[config.mk]
export PLATFORM = sky130hd
export DESIGN_NAME = ps2_key_event_gen
export DESIGN_NICKNAME = d
export VERILOG_FILES = /design/src/rtl/ps2_key_event_gen.sv
export SDC_FILE = /design/constraint.sdc
export NUM_CORES = 1
export LEC_CHECK = 0
export ABC_CLOCK_PERIOD_IN_PS = 2600
export BUFFER_PORTS_ARGS = -buffer_cell sky130_fd_sc_hd__buf_4
export CAP_MARGIN = 20
export CORE_MARGIN = 2
export CORE_UTILIZATION = 60
export DETAILED_ROUTE_END_ITERATION = 10
export PLACE_DENSITY = 0.82
export REMOVE_ABC_BUFFERS = 1
export SETUP_SLACK_MARGIN = 0.15
export SYNTH_ARGS = -nofsm -noshare
export SYNTH_HDL_FRONTEND = slang
export SYNTH_SLANG_ARGS = --single-unit
[constraint.sdc]
create_clock -name clk_sys -period 2.6 [get_ports clk_sys]
set_input_delay 0.26 -clock clk_sys [delete_from_list [all_inputs] [get_ports clk_sys]]
set_output_delay 0.26 -clock clk_sys [all_outputs]
set_load 0.03 [all_outputs]
[src/rtl/ps2_key_event_gen.sv]
// rtl/ps2_key_event_gen.sv - PS/2 keyboard frame receiver and key event decoder
module ps2_key_event_gen #(
    parameter int FILTER_LEN = 8,
    parameter int TIMEOUT    = 24000
) (
    input  logic        clk_sys,
    input  logic        reset,
    input  logic        ps2_clk,
    input  logic        ps2_data,
    output logic [10:0] ps2_key,
    output logic        frame_err
);

    localparam int FW = $clog2(FILTER_LEN + 1);
    localparam int TW = $clog2(TIMEOUT + 1);

    typedef enum logic [1:0] {
        S_IDLE,
        S_DATA,
        S_PARITY,
        S_STOP
    } state_t;

    state_t        state;
    state_t        state_n;

    logic [1:0]    clk_pipe;
    logic [1:0]    data_pipe;
    logic          clk_s;
    logic          data_s;

    logic          filt_clk;
    logic [FW-1:0] filt_cnt;
    logic          fall;
    logic          data_smp;

    logic [2:0]    bit_cnt;
    logic [7:0]    shift;
    logic          par_ok;
    logic [TW-1:0] to_cnt;

    logic          byte_done;
    logic          frame_bad;
    logic          timeout_hit;
    logic          is_status;

    logic          ext;
    logic          brk;
    logic [2:0]    skip_cnt;

    // Idle bus level is high, so synchronizers come out of reset at 1.
    always_ff @(posedge clk_sys or posedge reset) begin
        if (reset) begin
            clk_pipe  <= 2'b11;
            data_pipe <= 2'b11;
        end else begin
            clk_pipe  <= {clk_pipe[0], ps2_clk};
            data_pipe <= {data_pipe[0], ps2_data};
        end
    end

    assign clk_s  = clk_pipe[1];
    assign data_s = data_pipe[1];

    // Filtered clock flips after FILTER_LEN samples in a row disagree with it;
    // data is captured at the same moment a falling transition is accepted.
    always_ff @(posedge clk_sys or posedge reset) begin
        if (reset) begin
            filt_clk <= 1'b1;
            filt_cnt <= '0;
            fall     <= 1'b0;
            data_smp <= 1'b1;
        end else begin
            fall <= 1'b0;
            if (clk_s == filt_clk) begin
                filt_cnt <= '0;
            end else if (filt_cnt == FW'(FILTER_LEN - 1)) begin
                filt_clk <= clk_s;
                filt_cnt <= '0;
                if (!clk_s) begin
                    fall     <= 1'b1;
                    data_smp <= data_s;
                end
            end else begin
                filt_cnt <= filt_cnt + FW'(1);
            end
        end
    end

    always_ff @(posedge clk_sys or posedge reset) begin
        if (reset) begin
            state <= S_IDLE;
        end else begin
            state <= state_n;
        end
    end

    always_comb begin
        state_n     = state;
        byte_done   = 1'b0;
        frame_bad   = 1'b0;
        timeout_hit = (state != S_IDLE) && !fall && (to_cnt == TW'(TIMEOUT));
        if (timeout_hit) begin
            state_n = S_IDLE;
        end else if (fall) begin
            case (state)
                S_IDLE:   if (!data_smp) state_n = S_DATA;
                S_DATA:   if (bit_cnt == 3'd7) state_n = S_PARITY;
                S_PARITY: state_n = S_STOP;
                S_STOP: begin
                    state_n = S_IDLE;
                    if (par_ok && data_smp) begin
                        byte_done = 1'b1;
                    end else begin
                        frame_bad = 1'b1;
                    end
                end
                default:  state_n = S_IDLE;
            endcase
        end
    end

    always_ff @(posedge clk_sys or posedge reset) begin
        if (reset) begin
            bit_cnt <= 3'd0;
            shift   <= 8'h00;
            par_ok  <= 1'b0;
            to_cnt  <= '0;
        end else begin
            if (fall || timeout_hit || state == S_IDLE) begin
                to_cnt <= '0;
            end else begin
                to_cnt <= to_cnt + TW'(1);
            end
            if (fall) begin
                case (state)
                    S_IDLE: bit_cnt <= 3'd0;
                    S_DATA: begin
                        shift   <= {data_smp, shift[7:1]};
                        bit_cnt <= bit_cnt + 3'd1;
                    end
                    S_PARITY: par_ok <= (^shift) ^ data_smp;
                    default: ;
                endcase
            end
        end
    end

    assign is_status = (shift == 8'h00) || (shift == 8'hAA) || (shift == 8'hEE) ||
                       (shift == 8'hFA) || (shift == 8'hFE) || (shift == 8'hFF);

    // Byte interpretation: pause-sequence skipping, prefix flags, then events.
    always_ff @(posedge clk_sys or posedge reset) begin
        if (reset) begin
            ps2_key   <= 11'h000;
            frame_err <= 1'b0;
            ext       <= 1'b0;
            brk       <= 1'b0;
            skip_cnt  <= 3'd0;
        end else begin
            frame_err <= frame_bad | timeout_hit;
            if (frame_bad || timeout_hit) begin
                ext <= 1'b0;
                brk <= 1'b0;
            end else if (byte_done) begin
                if (skip_cnt != 3'd0) begin
                    skip_cnt <= skip_cnt - 3'd1;
                end else if (shift == 8'hE1) begin
                    skip_cnt <= 3'd7;
                    ext      <= 1'b0;
                    brk      <= 1'b0;
                end else if (shift == 8'hE0) begin
                    ext <= 1'b1;
                end else if (shift == 8'hF0) begin
                    brk <= 1'b1;
                end else begin
                    ext <= 1'b0;
                    brk <= 1'b0;
                    if (!is_status) begin
                        ps2_key <= {~ps2_key[10], ~brk, ext, shift};
                    end
                end
            end
        end
    end

endmodule

Word-level counts from Yosys, hierarchy flattened
Cells that the tools add are included.
{"block": "classes", "n_addsub": 4, "n_mul": 0, "n_div": 0, "order_cmp": 0, "n_eq_ne": 20, "n_shift": 0, "muxes": 34, "bitwise_logic": 12, "n_reduce_logical": 31}
{"op": "$eq A8 B8 Y1 const B", "n": 8}
{"op": "$mux W1", "n": 23}
{"op": "$add A15 B1 Y15 const B", "n": 1}
{"op": "$eq A15 B15 Y1 const B", "n": 1}
{"op": "$mux W15", "n": 1}
{"op": "$reduce_and A3 Y1", "n": 5}
{"op": "$not A1 Y1", "n": 10}
{"op": "$reduce_bool A2 Y1", "n": 5}
{"op": "$ne A3 B3 Y1 const B", "n": 3}
{"op": "$logic_not A8 Y1", "n": 1}
{"op": "$logic_or A1 B1 Y1", "n": 8}
{"op": "$mux W2", "n": 4}
{"op": "$mux W4", "n": 2}
{"op": "$pmux W2 S4", "n": 1}
{"op": "$reduce_and A2 Y1", "n": 4}
{"op": "$reduce_xor A8 Y1", "n": 1}
{"op": "$reduce_and A7 Y1", "n": 1}
{"op": "$mux W3", "n": 2}
{"op": "$pmux W3 S2", "n": 1}
{"op": "$add A4 B1 Y4 const B", "n": 1}
{"op": "$eq A2 B2 Y1 const B", "n": 2}
{"op": "$eq A4 B3 Y1 const B", "n": 1}
{"op": "$ne A4 B4 Y1 const B", "n": 1}
{"op": "$add A3 B1 Y3 const B", "n": 1}
{"op": "11 further kinds", "n": 13}
{"block": "word_totals", "reg_bits": 57, "latchBits": 0, "ramBits": 0, "romBits": 0, "wordCells": 117, "memories": 0}

Depth between registers and ports, before layout
{"block": "logic_depth", "ltp_word": 8, "depth_mapped": 7, "mapped_depth_nobuf": 6}

Least setup slack after synthesis
No wires, ideal clock.
{"block": "synth_path", "path_kind": "register to register", "from": "reg shift[6]", "to": "reg ps2_key[0]", "setup_ps": 125, "arrival_ps": 1809, "required_time_ps": 2475, "setup_slack_ps": 666, "stages_incl_launch_ff": 7, "period_less_slack_ps": 1934, "cell_sequence": "dfrtp_1 -> ha_1 -> a22oi_1 -> o21ai_1 -> a2111oi_4 -> buf_6 -> mux2_4"}
{"block": "synth_via", "elab_chain_len": 8, "elab_cells_between_ends": 19, "cone_classes": "8 x eq/ne; 4 x bitwise; 7 x reduce/logical"}
{"item": "start, declared", "line": "38", "rtl": "logic [7:0] shift;"}
{"item": "start signal, assigned", "line": "139", "rtl": "shift <= {data_smp, shift[7:1]};"}
{"item": "$eq A8 B8 Y1 / $logic_not A8 Y1 (equally long branches)", "line": "149", "rtl": "assign is_status = (shift == 8'h00) || (shift == 8'hAA) || (shift == 8'hEE) ||"}
{"item": "$logic_or A1 B1 Y1 (3 in series)", "line": "149"}
{"item": "$logic_or A1 B1 Y1 (2 in series)", "line": "150", "rtl": "(shift == 8'hFA) || (shift == 8'hFE) || (shift == 8'hFF);"}
{"item": "$not A1 Y1 (no source line)"}
{"item": "$reduce_and A7 Y1 (no source line) *"}
{"item": "end signal, assigned", "line": "180", "rtl": "ps2_key <= {~ps2_key[10], ~brk, ext, shift};"}
{"item": "end, declared", "line": "10", "rtl": "output logic [10:0] ps2_key,"}
Mark *: on every way between the ends. The rest lies on a longest branch, timed or not.
A chain may end at the register's enable or synchronous reset.

Worst setup path in the final report
{"block": "layout_path", "from": "reg shift[6]", "to": "reg ps2_key[8]"}
Same word-level chain as after synthesis.

==> run_results.csv <==
group,metric,value,unit
route,routed_wl,4980,um
route,vias,1949,
worst_setup_path,cp.arrival,2.32,ns
power,netSwitchingPower,0.000417,W
finish,layout.cells.non_filler,351,
power,power.density,567,nW/um2
worst_setup_path,worst-setup-path-type,"flop to flop",
cts,htreeDepth,3,
finish,area_growth,13.5,%
cts,tritoncts,"done",
outcome,status,"complete, no violations",
worst_setup_path,endpoint_kind,"flop",
place,dpl.cell_count,334,
power,power.leakage,1.44,nW
cts,cts_sinks,57,
finish,drive_gt1_share,17.5,%
cts,post_cts_resize_count,0,
route,first_pass_iters,4,
cts,ctsRootBufferMaster,"clkbuf_8",
finish,nets,321,
grt,antenna_found_initial,0,
synth,synth_cell_types,43,
synth,synth_area_leaders,"dfrtp_1 (45%), ha_1 (11%), dfstp_2 (5.5%)",
run,drv_cap,0,
floorplan,fp.dieArea,5350,um2
cts,cts_buffers,9,
synth,synth_seq_area_share,50.0,%
grt,track_usage,21.3,%
power,internal_power,0.00143,W
power,pwr-share-comb,6.0,%
hold_path,hp-class,"input port to flop",
floorplan,rows,25,
cts,clk_latency,0.34,ns
finish,antenna_cells,0,
floorplan,die_w,73.1,um
sta,skew,0.00484,ns
grt,grt.overflow.total,0,
sta,setup_viol,0,
cts,cts_setup_buffers,0,
sta,rsz0062_at_grt,"false",
power,seq_power_share,51.0,%
grt,first_global_vias,1980,
sta,final_hold_viol_count,0,
grt,grt_pass1_wl,8510,um
floorplan,fp.dieH,73.1,um
route,post_drt_via_cell_ratio,5.55,
cts,clockBufferDepth,2,
power,ir_drop,583,uV
route,avgRoutedWirePerCell,14.2,um
route,antenna_left,0,
place,dp_hpwl,3620,um
place,portBuffers,15,
worst_setup_path,crit_path_start_kind,"flop",
power,power_frac_clock,43.0,%
synth,synth_most_common_cell,"dfrtp_1",
sta,finalMaxSlewViolations,0,
cts,ctsHoldBuffers,1,
worst_setup_path,crit_fanout,11,
sta,timing.fmax,476,MHz
route,drc,0,
grt,grt_max_degree,32,
cts,clkTransAtPathRegs,0.06,ns
synth,avgSynthCellArea,10.7,um2
synth,synthCells,267,
sta,post-route-period-util,80.8,%
sta,slew-limit-headroom,59.5,%
worst_setup_path,critical_path_required,2.82,ns
place,gp_congestion,0.855,
sta,period_needed,2.10,ns
synth,netlist_area,2870,um2
synth,ys_ff_latch,57,
synth,synth_edf_count,0,
sta,finalSetupTns,0,ns
synth,yosysWarnings,0,
synth,synth_commonest_cells,"dfrtp_1 (51), ha_1 (25), inv_1 (25)",
synth,ys_async_sr_fraction,100,%
sta,worst_pin_slew,0.608,ns
route,first_iter_violations,81,
floorplan,coreArea,4660,um2
power,swShare,22.6,%
floorplan,start_util,61.5,%
synth,synth_top_area_share,44.5,%
floorplan,io-pin-count,16,
synth,synth_top_area_cell,"dfrtp_1",
synth,synthFlopType,"dfrtp_1",
power groups by stage:
stage	Clock, W	Combinational, W	Sequential [W]
final	0.000792	0.000111	0.000941
after detailed placement	0	0.000111	0.000955
after global placement	0	0.000109	0.000955
after floorplan	0	0.0000829	0.000951
after CTS	0.000807	0.000114	0.000940
after global routing	0.000854	0.000127	0.000945
routing by layer:
layer  vias to the layer above  wire (um)  track usage [%]
li1                        966          -                -
met1                       933       2130             24.3
met4                         0        125             10.9
met3                        13        191             7.46
met2                        37       2520             35.1
met5                         -          0                0
cells by family (layout without fill, tap and decap cells):
logic type / count (synthesis) / after routing / synth area share (%)
compound gates: 38 / 38 / 8.86
xor+xnor: 18 / 18 / 5.50
fa+ha+maj: 25 / 25 / 10.9
buf+inv: 30 / 60 / 4.23
flops: 57 / 57 / 50.0
mux: 12 / 12 / 5.72
simple gates: 87 / 87 / 14.8
per-stage QoR:
step / worst slack, ns / hold WS (ns) / total power [W] / cell area, um2 / util, %
global placement: 0.572 / 0.346 / 0.00106 / 3050 / 65.5
floorplan: 0.356 / 0.264 / 0.00103 / 2840 / -
global route: 0.349 / 0.00735 / 0.00193 / 3250 / 69.8
finish: 0.498 / 0.0274 / 0.00184 / 3250 / 69.8
detailed placement: 0.523 / 0.349 / 0.00107 / 3050 / 65.5
CTS: 0.499 / 0.0182 / 0.00186 / 3250 / 69.8
placed cells by master, fill, tap and decap left out, drive strengths merged, types with 3 or more instances in the layout:
cell / synthesis / final
a21oi: 9 / 9
buf: 3 / 18
clkbuf: 2 / 13
dfrtp: 51 / 51
dfstp: 6 / 6
ha: 25 / 25
inv: 25 / 25
mux2: 11 / 11
nand2: 24 / 24
nand3: 10 / 10
nand4: 8 / 8
nor2: 24 / 24
nor3: 7 / 7
nor4: 3 / 3
o21ai: 17 / 17
or4: 3 / 3
xnor2: 12 / 12
xor2: 6 / 6
path summary, 6_finish.rpt:
path                              from           end  slack, ns  cells past startpoint
setup / recovery              shift[6]    ps2_key[8]       0.50                      6
min in group asynchronous        reset      shift[6]       0.54                      3
hold / removal                ps2_data  data_pipe[0]       0.03                      1
max in group asynchronous        reset      data_smp       1.44                      4
setup reg to reg              shift[6]    ps2_key[8]       0.50                      6
hold reg to reg            clk_pipe[0]   clk_pipe[1]       0.35                      0
worst max-delay path, cell delays in order (launching register included):
cell and delay (ns):
dfrtp_1 0.41, ha_1 0.29, a22oi_1 0.20, o21ai_1 0.12, a2111oi_4 0.34, buf_4 0.29
mux2_1 0.34
flip-flops by register name, indices dropped and copies added, names as in the netlist, 3 cells and up:
register	flops
to_cnt	15
ps2_key	11
shift	8
filt_cnt	4
bit_cnt	3
skip_cnt	3
final cells by class:
type	count	area [um2]
Timing Repair Buffer	19	158
Sequential cell	57	1430
Clock inverter	3	40.0
Tap cell	54	67.6
Fill cell	330	1410
Clock buffer	13	149
Multi-Input combinational cell	180	1310
Inverter	25	93.8
Power figures use the tool's default switching activity.
